$ cat src/rtl/sdram_port_arbiter_if.sv
// Client-side request/response bundle plus the sdram controller handshake for sdram_port_arbiter.
// The arbiter takes the slave view and the surrounding clients/controller the master view.
interface sdram_port_arbiter_if #(
  parameter int NUM_PORTS  = 2,
  parameter int ADDR_WIDTH = 23,
  parameter int DATA_WIDTH = 32
);
  logic [NUM_PORTS-1:0]            req_valid;
  logic [NUM_PORTS-1:0]            req_ready;
  logic [NUM_PORTS-1:0]            req_rw;
  logic [NUM_PORTS*ADDR_WIDTH-1:0] req_addr;
  logic [NUM_PORTS*DATA_WIDTH-1:0] req_wdata;
  logic [NUM_PORTS-1:0]            rsp_valid;
  logic [DATA_WIDTH-1:0]           rsp_data;
  logic [ADDR_WIDTH-1:0]           mem_addr;
  logic                            mem_rw;
  logic [DATA_WIDTH-1:0]           mem_wdata;
  logic                            mem_in_valid;
  logic                            mem_busy;
  logic [DATA_WIDTH-1:0]           mem_rdata;
  logic                            mem_out_valid;

  modport slave (
    input  req_valid, req_rw, req_addr, req_wdata, mem_busy, mem_rdata, mem_out_valid,
    output req_ready, rsp_valid, rsp_data, mem_addr, mem_rw, mem_wdata, mem_in_valid
  );

  modport master (
    output req_valid, req_rw, req_addr, req_wdata, mem_busy, mem_rdata, mem_out_valid,
    input  req_ready, rsp_valid, rsp_data, mem_addr, mem_rw, mem_wdata, mem_in_valid
  );
endinterface

$ cat src/rtl/sdram_port_arbiter.sv
// N-port buffered round-robin front end for the single-request sdram controller.
// Define SDRAM_ARB_PORT0_PRIORITY_EN to make port 0 (6502 bus) win whenever it is pending.
module sdram_port_arbiter #(
  parameter int NUM_PORTS  = 2,
  parameter int ADDR_WIDTH = 23,
  parameter int DATA_WIDTH = 32
) (
  input logic                clk,
  input logic                rst,
  sdram_port_arbiter_if.slave bus
);
  localparam int PW = (NUM_PORTS > 1) ? $clog2(NUM_PORTS) : 1;

  localparam logic [1:0] S_IDLE  = 2'd0;
  localparam logic [1:0] S_ISSUE = 2'd1;
  localparam logic [1:0] S_WAIT  = 2'd2;

  logic [1:0]            state;
  logic [NUM_PORTS-1:0]  pending;
  logic [NUM_PORTS-1:0]  slot_rw;
  logic [ADDR_WIDTH-1:0] slot_addr  [NUM_PORTS];
  logic [DATA_WIDTH-1:0] slot_wdata [NUM_PORTS];
  logic [PW-1:0]         rr_ptr;
  logic [PW-1:0]         grant;
  logic [PW-1:0]         winner;
  logic [PW-1:0]         idx_p;
  logic [PW-1:0]         next_ptr;
  logic                  found;
  logic                  done;
  int                    idx;

  logic [ADDR_WIDTH-1:0] mem_addr_r;
  logic                  mem_rw_r;
  logic [DATA_WIDTH-1:0] mem_wdata_r;
  logic                  mem_in_valid_r;
  logic [NUM_PORTS-1:0]  rsp_valid_r;
  logic [DATA_WIDTH-1:0] rsp_data_r;

  // First pending port at or after rr_ptr, wrapping; port 0 may pre-empt the scan.
  always_comb begin
    found  = 1'b0;
    winner = '0;
    idx    = 0;
    idx_p  = '0;
`ifdef SDRAM_ARB_PORT0_PRIORITY_EN
    if (pending[0]) begin
      found  = 1'b1;
      winner = '0;
    end
`endif
    for (int k = 0; k < NUM_PORTS; k++) begin
      idx = int'(rr_ptr) + k;
      if (idx >= NUM_PORTS) idx = idx - NUM_PORTS;
      idx_p = PW'(idx);
      if (!found && pending[idx_p]) begin
        found  = 1'b1;
        winner = idx_p;
      end
    end
  end

  assign done     = (state == S_WAIT) && (mem_rw_r ? !bus.mem_busy : bus.mem_out_valid);
  assign next_ptr = (grant == PW'(NUM_PORTS - 1)) ? '0 : grant + PW'(1);

  always_ff @(posedge clk) begin
    if (rst) begin
      pending <= '0;
      slot_rw <= '0;
      for (int i = 0; i < NUM_PORTS; i++) begin
        slot_addr[i]  <= '0;
        slot_wdata[i] <= '0;
      end
    end else begin
      for (int i = 0; i < NUM_PORTS; i++) begin
        if (bus.req_valid[i] && !pending[i]) begin
          pending[i]    <= 1'b1;
          slot_rw[i]    <= bus.req_rw[i];
          slot_addr[i]  <= bus.req_addr[i*ADDR_WIDTH +: ADDR_WIDTH];
          slot_wdata[i] <= bus.req_wdata[i*DATA_WIDTH +: DATA_WIDTH];
        end else if (done && grant == PW'(i)) begin
          pending[i] <= 1'b0;
        end
      end
    end
  end

  // Busy is only trusted in IDLE and WAIT; the controller raises it a cycle after in_valid.
  always_ff @(posedge clk) begin
    if (rst) begin
      state          <= S_IDLE;
      rr_ptr         <= '0;
      grant          <= '0;
      mem_addr_r     <= '0;
      mem_rw_r       <= 1'b0;
      mem_wdata_r    <= '0;
      mem_in_valid_r <= 1'b0;
      rsp_valid_r    <= '0;
      rsp_data_r     <= '0;
    end else begin
      rsp_valid_r    <= '0;
      mem_in_valid_r <= 1'b0;
      case (state)
        S_IDLE: begin
          if (found && !bus.mem_busy) begin
            grant          <= winner;
            mem_addr_r     <= slot_addr[winner];
            mem_rw_r       <= slot_rw[winner];
            mem_wdata_r    <= slot_wdata[winner];
            mem_in_valid_r <= 1'b1;
            state          <= S_ISSUE;
          end
        end
        S_ISSUE: state <= S_WAIT;
        S_WAIT: begin
          if (done) begin
            rsp_valid_r[grant] <= 1'b1;
            if (!mem_rw_r) rsp_data_r <= bus.mem_rdata;
`ifdef SDRAM_ARB_PORT0_PRIORITY_EN
            if (grant != '0) rr_ptr <= next_ptr;
`else
            rr_ptr <= next_ptr;
`endif
            state <= S_IDLE;
          end
        end
        default: state <= S_IDLE;
      endcase
    end
  end

  assign bus.req_ready    = ~pending;
  assign bus.rsp_valid    = rsp_valid_r;
  assign bus.rsp_data     = rsp_data_r;
  assign bus.mem_addr     = mem_addr_r;
  assign bus.mem_rw       = mem_rw_r;
  assign bus.mem_wdata    = mem_wdata_r;
  assign bus.mem_in_valid = mem_in_valid_r;
endmodule

$ cat src/flat_wrapper.sv
// flat-port wrapper written by rule: the top's interface ports become plain ports
module sdram_port_arbiter_flat 
#(
  parameter int NUM_PORTS  = 2,
  parameter int ADDR_WIDTH = 23,
  parameter int DATA_WIDTH = 32
)
  (clk, rst, bus_req_valid, bus_req_rw, bus_req_addr, bus_req_wdata, bus_mem_busy, bus_mem_rdata, bus_mem_out_valid, bus_req_ready, bus_rsp_valid, bus_rsp_data, bus_mem_addr, bus_mem_rw, bus_mem_wdata, bus_mem_in_valid);
  sdram_port_arbiter_if #(.NUM_PORTS(NUM_PORTS), .ADDR_WIDTH(ADDR_WIDTH), .DATA_WIDTH(DATA_WIDTH)) bus_i ();
  input logic clk;
  input logic rst;
  input wire logic [$bits(bus_i.req_valid)-1:0] bus_req_valid;
  input wire logic [$bits(bus_i.req_rw)-1:0] bus_req_rw;
  input wire logic [$bits(bus_i.req_addr)-1:0] bus_req_addr;
  input wire logic [$bits(bus_i.req_wdata)-1:0] bus_req_wdata;
  input wire logic [$bits(bus_i.mem_busy)-1:0] bus_mem_busy;
  input wire logic [$bits(bus_i.mem_rdata)-1:0] bus_mem_rdata;
  input wire logic [$bits(bus_i.mem_out_valid)-1:0] bus_mem_out_valid;
  output wire logic [$bits(bus_i.req_ready)-1:0] bus_req_ready;
  output wire logic [$bits(bus_i.rsp_valid)-1:0] bus_rsp_valid;
  output wire logic [$bits(bus_i.rsp_data)-1:0] bus_rsp_data;
  output wire logic [$bits(bus_i.mem_addr)-1:0] bus_mem_addr;
  output wire logic [$bits(bus_i.mem_rw)-1:0] bus_mem_rw;
  output wire logic [$bits(bus_i.mem_wdata)-1:0] bus_mem_wdata;
  output wire logic [$bits(bus_i.mem_in_valid)-1:0] bus_mem_in_valid;
  assign bus_i.req_valid = bus_req_valid;
  assign bus_i.req_rw = bus_req_rw;
  assign bus_i.req_addr = bus_req_addr;
  assign bus_i.req_wdata = bus_req_wdata;
  assign bus_i.mem_busy = bus_mem_busy;
  assign bus_i.mem_rdata = bus_mem_rdata;
  assign bus_i.mem_out_valid = bus_mem_out_valid;
  assign bus_req_ready = bus_i.req_ready;
  assign bus_rsp_valid = bus_i.rsp_valid;
  assign bus_rsp_data = bus_i.rsp_data;
  assign bus_mem_addr = bus_i.mem_addr;
  assign bus_mem_rw = bus_i.mem_rw;
  assign bus_mem_wdata = bus_i.mem_wdata;
  assign bus_mem_in_valid = bus_i.mem_in_valid;
  sdram_port_arbiter #(.NUM_PORTS(NUM_PORTS), .ADDR_WIDTH(ADDR_WIDTH), .DATA_WIDTH(DATA_WIDTH)) u_core (.clk(clk), .rst(rst), .bus(bus_i));
endmodule
$ cat config.mk
export PLATFORM = sky130hd
export DESIGN_NAME = sdram_port_arbiter_flat
export DESIGN_NICKNAME = d
export VERILOG_FILES = /design/src/rtl/sdram_port_arbiter_if.sv /design/src/rtl/sdram_port_arbiter.sv /design/src/flat_wrapper.sv
export SDC_FILE = /design/constraint.sdc
export NUM_CORES = 1
export LEC_CHECK = 0
export CORE_MARGIN = 2
export CORE_UTILIZATION = 40
export DETAILED_ROUTE_END_ITERATION = 16
export PLACE_DENSITY = 0.69
export SYNTH_ARGS = -nofsm -noshare
export SYNTH_HDL_FRONTEND = slang
export SYNTH_SLANG_ARGS = --single-unit
$ cat constraint.sdc
create_clock -name clk -period 3.27 [get_ports clk]
set_input_delay 0.8175 -clock clk [delete_from_list [all_inputs] [get_ports clk]]
set_output_delay 0.8175 -clock clk [all_outputs]
set_load 0.1 [all_outputs]
-- Yosys cells after proc, flatten, opt, wreduce, memory -nomap -nowiden
Memory sizes are Yosys's and may differ from the RTL's. A register that Yosys moved wholly into a read port is not among the register bits.
Cells that the tools add are included.
- bits in latches: 0
- word-level logic and storage cells: 95
- register bits after elaboration: 44
- bits in writable memories: 110
- input port bits: 150
- output and inout port bits: 93
- memories kept: 2
- ROM bits: 0
- memories (memory ; depth ; width ; rd ports ; clocked after Yosys merged registers in ; wr ports ; RTL line ; text):
    u_core.slot_wdata ; 2 ; 32 ; 1 ; 1 ; 2 ; sdram_port_arbiter.sv:22 ; logic [DATA_WIDTH-1:0] slot_wdata [NUM_PORTS];
    u_core.slot_addr ; 2 ; 23 ; 1 ; 1 ; 2 ; sdram_port_arbiter.sv:21 ; logic [ADDR_WIDTH-1:0] slot_addr [NUM_PORTS];
- equal/unequal tests: 4
- shift operators: 0
- reduce and logical (&&, ||, !) cells: 21
- order comparisons: 7
- bitwise operators: 10
- $add $sub $neg: 4
- mux-type cells: 36
- div/mod/pow operators: 0
- multipliers: 0
- operator list (operator ; number):
    32-bit two-way mux ; 2
    23-bit two-way mux ; 2
    1-bit two-way mux ; 28
    1-bit logical AND ; 8
    1-bit by 2-bit less-than comparator with 1-bit output (second input constant) ; 4
    2-bit case mux with 3 select lines ; 1
    2-bit AND reduction ; 3
    1-bit NOT ; 5
    1-bit zero test ; 4
    2-bit two-way mux ; 2
    2-bit by 1-bit inequality test with 1-bit output (second input constant) ; 2
    1-bit OR ; 4
    2-bit nonzero test ; 2
    3-bit AND reduction ; 1
    3-bit OR reduction ; 1
    1-bit by 1-bit adder with 2-bit output (second input constant) ; 1
    2-bit by 1-bit equality test with 1-bit output (second input constant) ; 1
    2-bit equality test (second input constant) ; 1
    1-bit by 2-bit greater-or-equal comparator with 1-bit output (second input constant) ; 1
    2-bit greater-or-equal comparator (second input constant) ; 1
    2-bit zero test ; 1
    2-bit NOT ; 1
    2-bit OR reduction ; 1
    1-bit subtractor (second input constant) ; 2
    other kinds (3) ; 3

-- Logic depth before layout (Yosys ltp)
Gate-level depths: netlist of run 1.
- depth in word-level cells: 11
- gate-level depth with buffers: 5
- depth with buffers taken out: 3

-- Worst setup path after synthesis of run 1
OpenSTA, ideal clock, no wires.
- path kind: input to register
- start point: in rst
- end point: mem u_core.slot_addr[0][0] (enable)
- slack: 0.383 ns
- path buffers: 1
- data required time: 2.848 ns
- setup time: 0.422 ns
- arrival: 2.465 ns
- cell stages on the path: 2
- path through: clkbuf_1 > nand2b_1
- RTL lines (what ; RTL line ; text):
    start, declared ; flat_wrapper.sv:11 ; input logic rst;
    end, declared ; sdram_port_arbiter.sv:21 ;

-- Worst setup path after layout of run 1
- start point: reg u_core.pending[1]
- end point: out bus_req_ready[1]
- word-level cells in the longest chain between the ends: 1
- ends and longest elaborated chain (what ; RTL line ; text):
    start, declared ; sdram_port_arbiter.sv:19 ; logic [NUM_PORTS-1:0] pending;
    start signal, assigned ; sdram_port_arbiter.sv:67 ; pending <= '0;
    start signal, assigned by index ; sdram_port_arbiter.sv:76 ; pending[i] <= 1'b1;
    start signal, assigned by index ; sdram_port_arbiter.sv:81 ; pending[i] <= 1'b0;
    2-bit NOT ; sdram_port_arbiter.sv:131 ; assign bus.req_ready = ~pending;
    end, declared ; flat_wrapper.sv:19 ; output wire logic [$bits(bus_i.req_ready)-1:0] bus_req_ready;
Every way passes these cells.

==> metrics.txt, run 1 <==
initial antenna violation count=1; reg2reg end=u_core.bus.mem_addr[5]$_SDFFE_PP0P_; setup slack, reg-to-reg=1080 ps; register area=0.00529 mm^2; Post-CTS Setup Bufs=0; outcome=completed; sequential area share after synthesis=between 60% and 70%; LEAKAGE=4.28 nW; Setup TNS=0 ps; GRT Util Overall=18.9%; CTS Hold Bufs=0; Iteration-0 DRC Markers=266; hold path start=u_core.bus.rsp_data[23]$_SDFFE_PP0P_; Root Driver=clkbuf_16; clock sink total=209; post-synth top area share=40.2%; initial core utilization=between 40 and 50%; crit path kind=flop to output port; max-slew violation count=0; # H-tree levels=1; CTS tree=done; post-layout instance area=0.0114 mm^2; Netlist cell types=32; DR pass1 iterations=5; PostCTS Resize Cnt=0; min cycle time layout=around 2500 ps; sw power=0.00195 W; FP Rows=52; Mapped Cells=between 600 and 700; DRC Markers=0; area of the multi-input gates=0.00250 mm^2; Die Wd=147 um; number of global-route vias before repair=6109; WHS Endpoint=u_core.bus.rsp_data[23]$_SDFFE_PP0P_; via count=5946; final hold violation count=0; final number of setup-violating endpoints=0; setup repair after global routing missed its margin=false; WL final=20700 um; period utilization=75.1%; commonest cells in the netlist=and2_1, edfxtp_1, dfxtp_1; average wire per standard cell=17.4 um; leading register cell type out of synthesis=edfxtp_1; Die H=147 um; largest net degree at the start of global routing=99; clk_lat worst skew=500 ps; Final WS setup=815 ps; Least-Margin Pin Slew=between 1000 and 1500 ps; Seq pwr share=45.8%; highest clock rate=407 MHz; clock share of power=34.4%; antenna viol nets, final=0; sw frac=just under 30%; Max Cap Violations=0; Worst R2R Start=u_core.pending[1]$_SDFFE_PP0P_; Yosys reg bits=209; worst hold-check path type=flop to flop; Die Area=0.0217 mm^2; port bufs=around 240; VDD IR-drop max=0.356 mV; first-pass GRT wire length=32500 um; synth warn=0; worst setup path startpoint=u_core.pending[1]$_SDFFE_PP0P_; asr flop ratio synth=0%; CTS Buffer Depth=3; Worst Setup End Kind=output port; Placer Congestion=0.729; Post-synth EDFFs=110; dpl ws=653 ps; largest fanout on the critical path=28; Area contributors post-synth=edfxtp_1, dfxtp_1, and2_1; combinational power share=19.8%; Worst EP arrival=1640 ps; grt ovf=0; element type at the critical path start=flop; CTS Buf Count=23; # nets final=1055; Synth area leader=edfxtp_1; antenna cells=0; I/O Pins=between 200 and 250; FILL cells=1727; pwr/cell area=a little under 600 mW/mm^2; clock skew=roughly 13 ps; layout cell share with drive strength beyond 1=18.2%; Hold Crit Depth=2; max_slew headroom=approximately 33%; Detailed Place HPWL=approximately 13000 um; R2R cell count=4; Area Overhead vs Synth=38.4%; CORE AREA=between 0.02 and 0.025 mm^2; CP Data Required Time=~2500 ps; syn_nets=834; Syn Area/Cell=about 12 um^2; Netlist Area Pre-Place=just over 0.008 mm^2; DP Area=0.0107 mm^2; Pint=0.00474 W; clock-pin slew on the worst setup and hold paths=60 ps; Vias/cell=4.99
## per-layer routing
layer  part of all wire, %  routed length, um  global-route usage [%]
met2                    50              10400                    33.1
met5                 0.077                 16                       0
met3                   5.7               1170                    3.55
met1                    42               8700                    24.1
met4                   2.2                452                    5.10
## sequential cells by signal, indices dropped and copies added, names as in the netlist
name	cells
u_core.grant	1
u_core.bus.rsp_valid	2
u_core.state	2
u_core.bus.mem_in_valid	1
u_core.bus.mem_wdata	32
u_core.bus.rsp_data	32
u_core.bus.mem_addr	23
u_core.rr_ptr	1
u_core.slot_rw	2
u_core.slot_addr	46
u_core.bus.mem_rw	1
u_core.slot_wdata	64
u_core.pending	2
## worst max-delay path, cell delays in order, from the launching register on
cell	delay [ps]
dfxtp_1	400
inv_2	490
buf_12	260
## power by group through the flow
stage               logic [W]  clock network [W]  registers (W)
floorplan            0.000389                  0        0.00362
global placement      0.00133                  0        0.00312
detailed placement    0.00134                  0        0.00312
CTS                   0.00134            0.00236        0.00307
global route          0.00140            0.00246        0.00308
finish                0.00133            0.00230        0.00306
## stage by stage
stage | cells | hold slack (ps) | util (%) | power [W]
finish | 1191 | 454 | 56.2 | 0.00669
global route | 1191 | 475 | 56.2 | 0.00694
CTS | 1191 | 457 | 56.2 | 0.00676
detailed placement | 1150 | 450 | 52.9 | 0.00445
global placement | 1150 | 443 | 52.9 | 0.00444
floorplan | 684 | 444 | - | 0.00401
## cells by family after synthesis
logic type,after synthesis,synth area share [%]
compound gates,154,16.3
buf+inv,120,6.03
flops,209,64.3
mux,3,0.380
simple gates,198,13.0
## worst max path at each step
| stage | to | slack, ps | cells past startpoint |
|---|---|---|---|
| global route | bus_req_ready[1] | 700 | 2 |
| finish | bus_req_ready[1] | 820 | 2 |
| CTS | bus_req_ready[1] | 770 | 2 |
| global placement | u_core.grant$_SDFFE_PP0P_ | 690 | 5 |
| detailed placement | u_core.grant$_SDFFE_PP0P_ | 650 | 5 |
| floorplan | u_core.slot_addr[0][0]$_SDFFCE_PN0P_ | 380 | 2 |
## area by class of cell
type	count	share of cell area (%)
tap	270	2.97
inverter	59	1.95
multi-input combinational	355	22.0
sequential	209	46.5
clock inverter	8	0.308
timing repair buffer	257	20.8
clock buffer	33	5.56
## placed cells by master (no fill, tap or decap), types with 8 or more instances in the layout
cell	synthesis	layout
dfxtp_1	99	99
and2_1	110	110
o32ai_1	56	56
clkdlybuf4s50_1	0	148
a21oi_1	35	34
clkbuf_1	40	8
a221oi_2	20	20
edfxtp_1	110	110
nand2_1	64	64
inv_1	58	58
clkbuf_16	0	23
a221oi_1	36	36
buf_4	3	104
(Power assumes the default switching activity.)
==> run 2, diff against run 1 <==
- PLACE_DENSITY: 0.69 -> 0.72
- clock period: 3.27 -> 2 ns (I/O delays scaled with it)
==> run 2 against run 1 <==
Core utilization up 2.4 points. Die area unchanged. Largest power group unchanged. Cell area up 4.2%. Critical endpoint unchanged. Sequential share of layout area down 1.9 points. Non-clock buffer count up 13. Sequential cell count unchanged. Largest cell class unchanged.
==> metrics.txt, run 2 (synthesized netlist as in run 1, its figures left out) <==
outcome=completed; LEAKAGE=4.47 nW (+4.4%); Worst Setup End Kind=output port; layout cell share with drive strength beyond 1=19.8% (+1.6 points); # H-tree levels=1 (unchanged); setup repair after global routing missed its margin=false; I/O Pins=243 (unchanged); Least-Margin Pin Slew=519 ps (-491 ps); clock-pin slew on the worst setup and hold paths=60 ps (about the same); worst hold-check path type=input port to flop; CORE AREA=0.0202 mm^2 (unchanged); Root Driver=clkbuf_16; average wire per standard cell=17.3 um (-0.51%); Iteration-0 DRC Markers=265 (-0.38%); DR pass1 iterations=4 (-1); final number of setup-violating endpoints=0 (unchanged); highest clock rate=530 MHz; DRC Markers=0 (unchanged); period utilization=a little over nine tenths; CP Data Required Time=1500 ps (-950 ps); clock skew=13.7 ps (+0.359 ps); antenna viol nets, final=0 (unchanged); most common cell after layout, fill and taps aside=clkdlybuf4s50_1; CTS Buffer Depth=3 (unchanged); max_slew headroom=65.4% (+33 points); CTS Hold Bufs=0 (unchanged); commonest non-fill, non-tap cells in the layout=clkdlybuf4s50_1, and2_1, edfxtp_1; pwr/cell area=947 mW/mm^2 (+61%); largest fanout on the critical path=16 (-43%); final total power=0.0112 W (+68%); number of global-route vias before repair=6025 (-1.4%); Layout Utilization=58.6% (+2.4 points); Die H=147 um (unchanged); Max Cap Violations=0 (unchanged); Vias/cell=5.03 (+0.80%); via count=6054 (+1.8%); Die Wd=147 um (unchanged); initial core utilization=40.6% (unchanged); slowest CP cell=dfxtp_2; element type at the critical path start=flop; FP Rows=52 (unchanged); worst path buffer plus inverter count=3 (+1); grt ovf=0 (unchanged); Largest stage delay, worst path=370 ps (-120 ps); clock sink total=209 (unchanged); Worst EP arrival=1390 ps (-250 ps); Placer Congestion=0.740 (+1.5%); final hold violation count=0 (unchanged); antenna cells=0 (unchanged); CTS tree=done; Area Overhead vs Synth=44.2%; Die Area=0.0217 mm^2 (unchanged); min cycle time layout=1890 ps; CP cell instances=inv_2 -> buf_4 -> buf_12; crit path kind=flop to output port; # nets final=1067 (+1.1%); Post-CTS Setup Bufs=0 (unchanged); registers with the most flip-flops=u_core.slot_wdata (64), u_core.slot_addr (46); GRT Util Overall=18.7% (-0.21 points); max-slew violation count=0 (unchanged); Detailed Place HPWL=13700 um (+3.6%); clk_lat worst skew=500 ps (about the same); first-pass GRT wire length=32500 um (about the same); VDD IR-drop max=0.591 mV (+66%); CTS Buf Count=22 (-4.3%); Top delay family on crit path=buffers and inverters; WL final=20800 um (+0.49%); initial antenna violation count=1 (unchanged); Largest register FFs=64 (unchanged); Biggest register=u_core.slot_wdata; largest net degree at the start of global routing=69 (-30%); port bufs=242 (unchanged)
run 2: cell count changes in the layout (fill, tap and decap cells not counted), moves of 3 or more:
cell	previous run	this run
buf_4	104	89
clkbuf_8	2	5
clkinv_1	4	1
buf_12	5	33
run 2: final cells by class:
| type | instances | area (um^2) |
|---|---|---|
| flip-flops and latches | 209 | 5290 |
| well taps | 270 | 338 |
| clock buffers | 36 | 678 |
| fillers | 1663 | 8380 |
| repair buffers | 270 | 2810 |
| multi-input cells | 355 | 2500 |
| inverters | 59 | 221 |
| clock inverters | 4 | 18.8 |
run 2: what timing repair did:
item | in CTS | in global routing
endpoints found under the hold margin | 0 | 0
gates resized for setup | 1 | 0
setup endpoints to repair | 1 | 0
run 2: through the flow:
stage          hold WS (ps)  setup slack [ps]  TNS (ps)  std cells  area (um^2)
2_1_floorplan           444              2.98         0        684         8230
3_3_place_gp            443              9.79         0       1163        11200
3_5_place_dp            447             -24.0      -305       1163        11200
4_1_cts                 317              77.0         0       1203        11900
5_1_grt                 334              47.6         0       1203        11900
6_report                326               113         0       1203        11900
run 2: path summary, 6_finish.rpt:
check	end	slack, ps	cells after the start	start
worst max register to register	u_core.slot_wdata[1][15]$_SDFFCE_PN0P_	360	4	u_core.pending[0]$_SDFFE_PP0P_
worst min-delay path	u_core.bus.mem_wdata[20]$_SDFFE_PP0P_	330	2	rst
worst min register to register	u_core.bus.rsp_data[27]$_SDFFE_PP0P_	450	2	u_core.bus.rsp_data[27]$_SDFFE_PP0P_
worst max-delay path	bus_req_ready[1]	110	3	u_core.pending[1]$_SDFFE_PP0P_
run 2: where the power goes:
part | total [W] | switching [W] | internal (W) | leakage [nW]
registers | 0.00502 | 0.000151 | 0.00487 | 1.99
logic | 0.00232 | 0.00148 | 0.000839 | 2.13
clock network | 0.00389 | 0.00159 | 0.00231 | 0.346
run 2: worst reg2reg max path, delay by kind of cell (launching register included):
kind	cells	cell delay (ps)
flip-flops	1	510
buffers and inverters	1	190
AND/OR/NAND/NOR	2	580
AO/OA/AOI/OAI	1	120
run 2: metal layers:
metal | share of wire [%] | GRT usage, %
met5 | 0.062 | 0
met4 | 1.5 | 4.52
met3 | 7.3 | 4.48
met2 | 50 | 32.6
met1 | 41 | 23.5
==> run 3, diff against run 2 <==
- GPL_ROUTABILITY_DRIVEN: default -> 1
==> results of run 3 <==
Same layout as run 2: the final DEF is identical, and so are final timing and power.
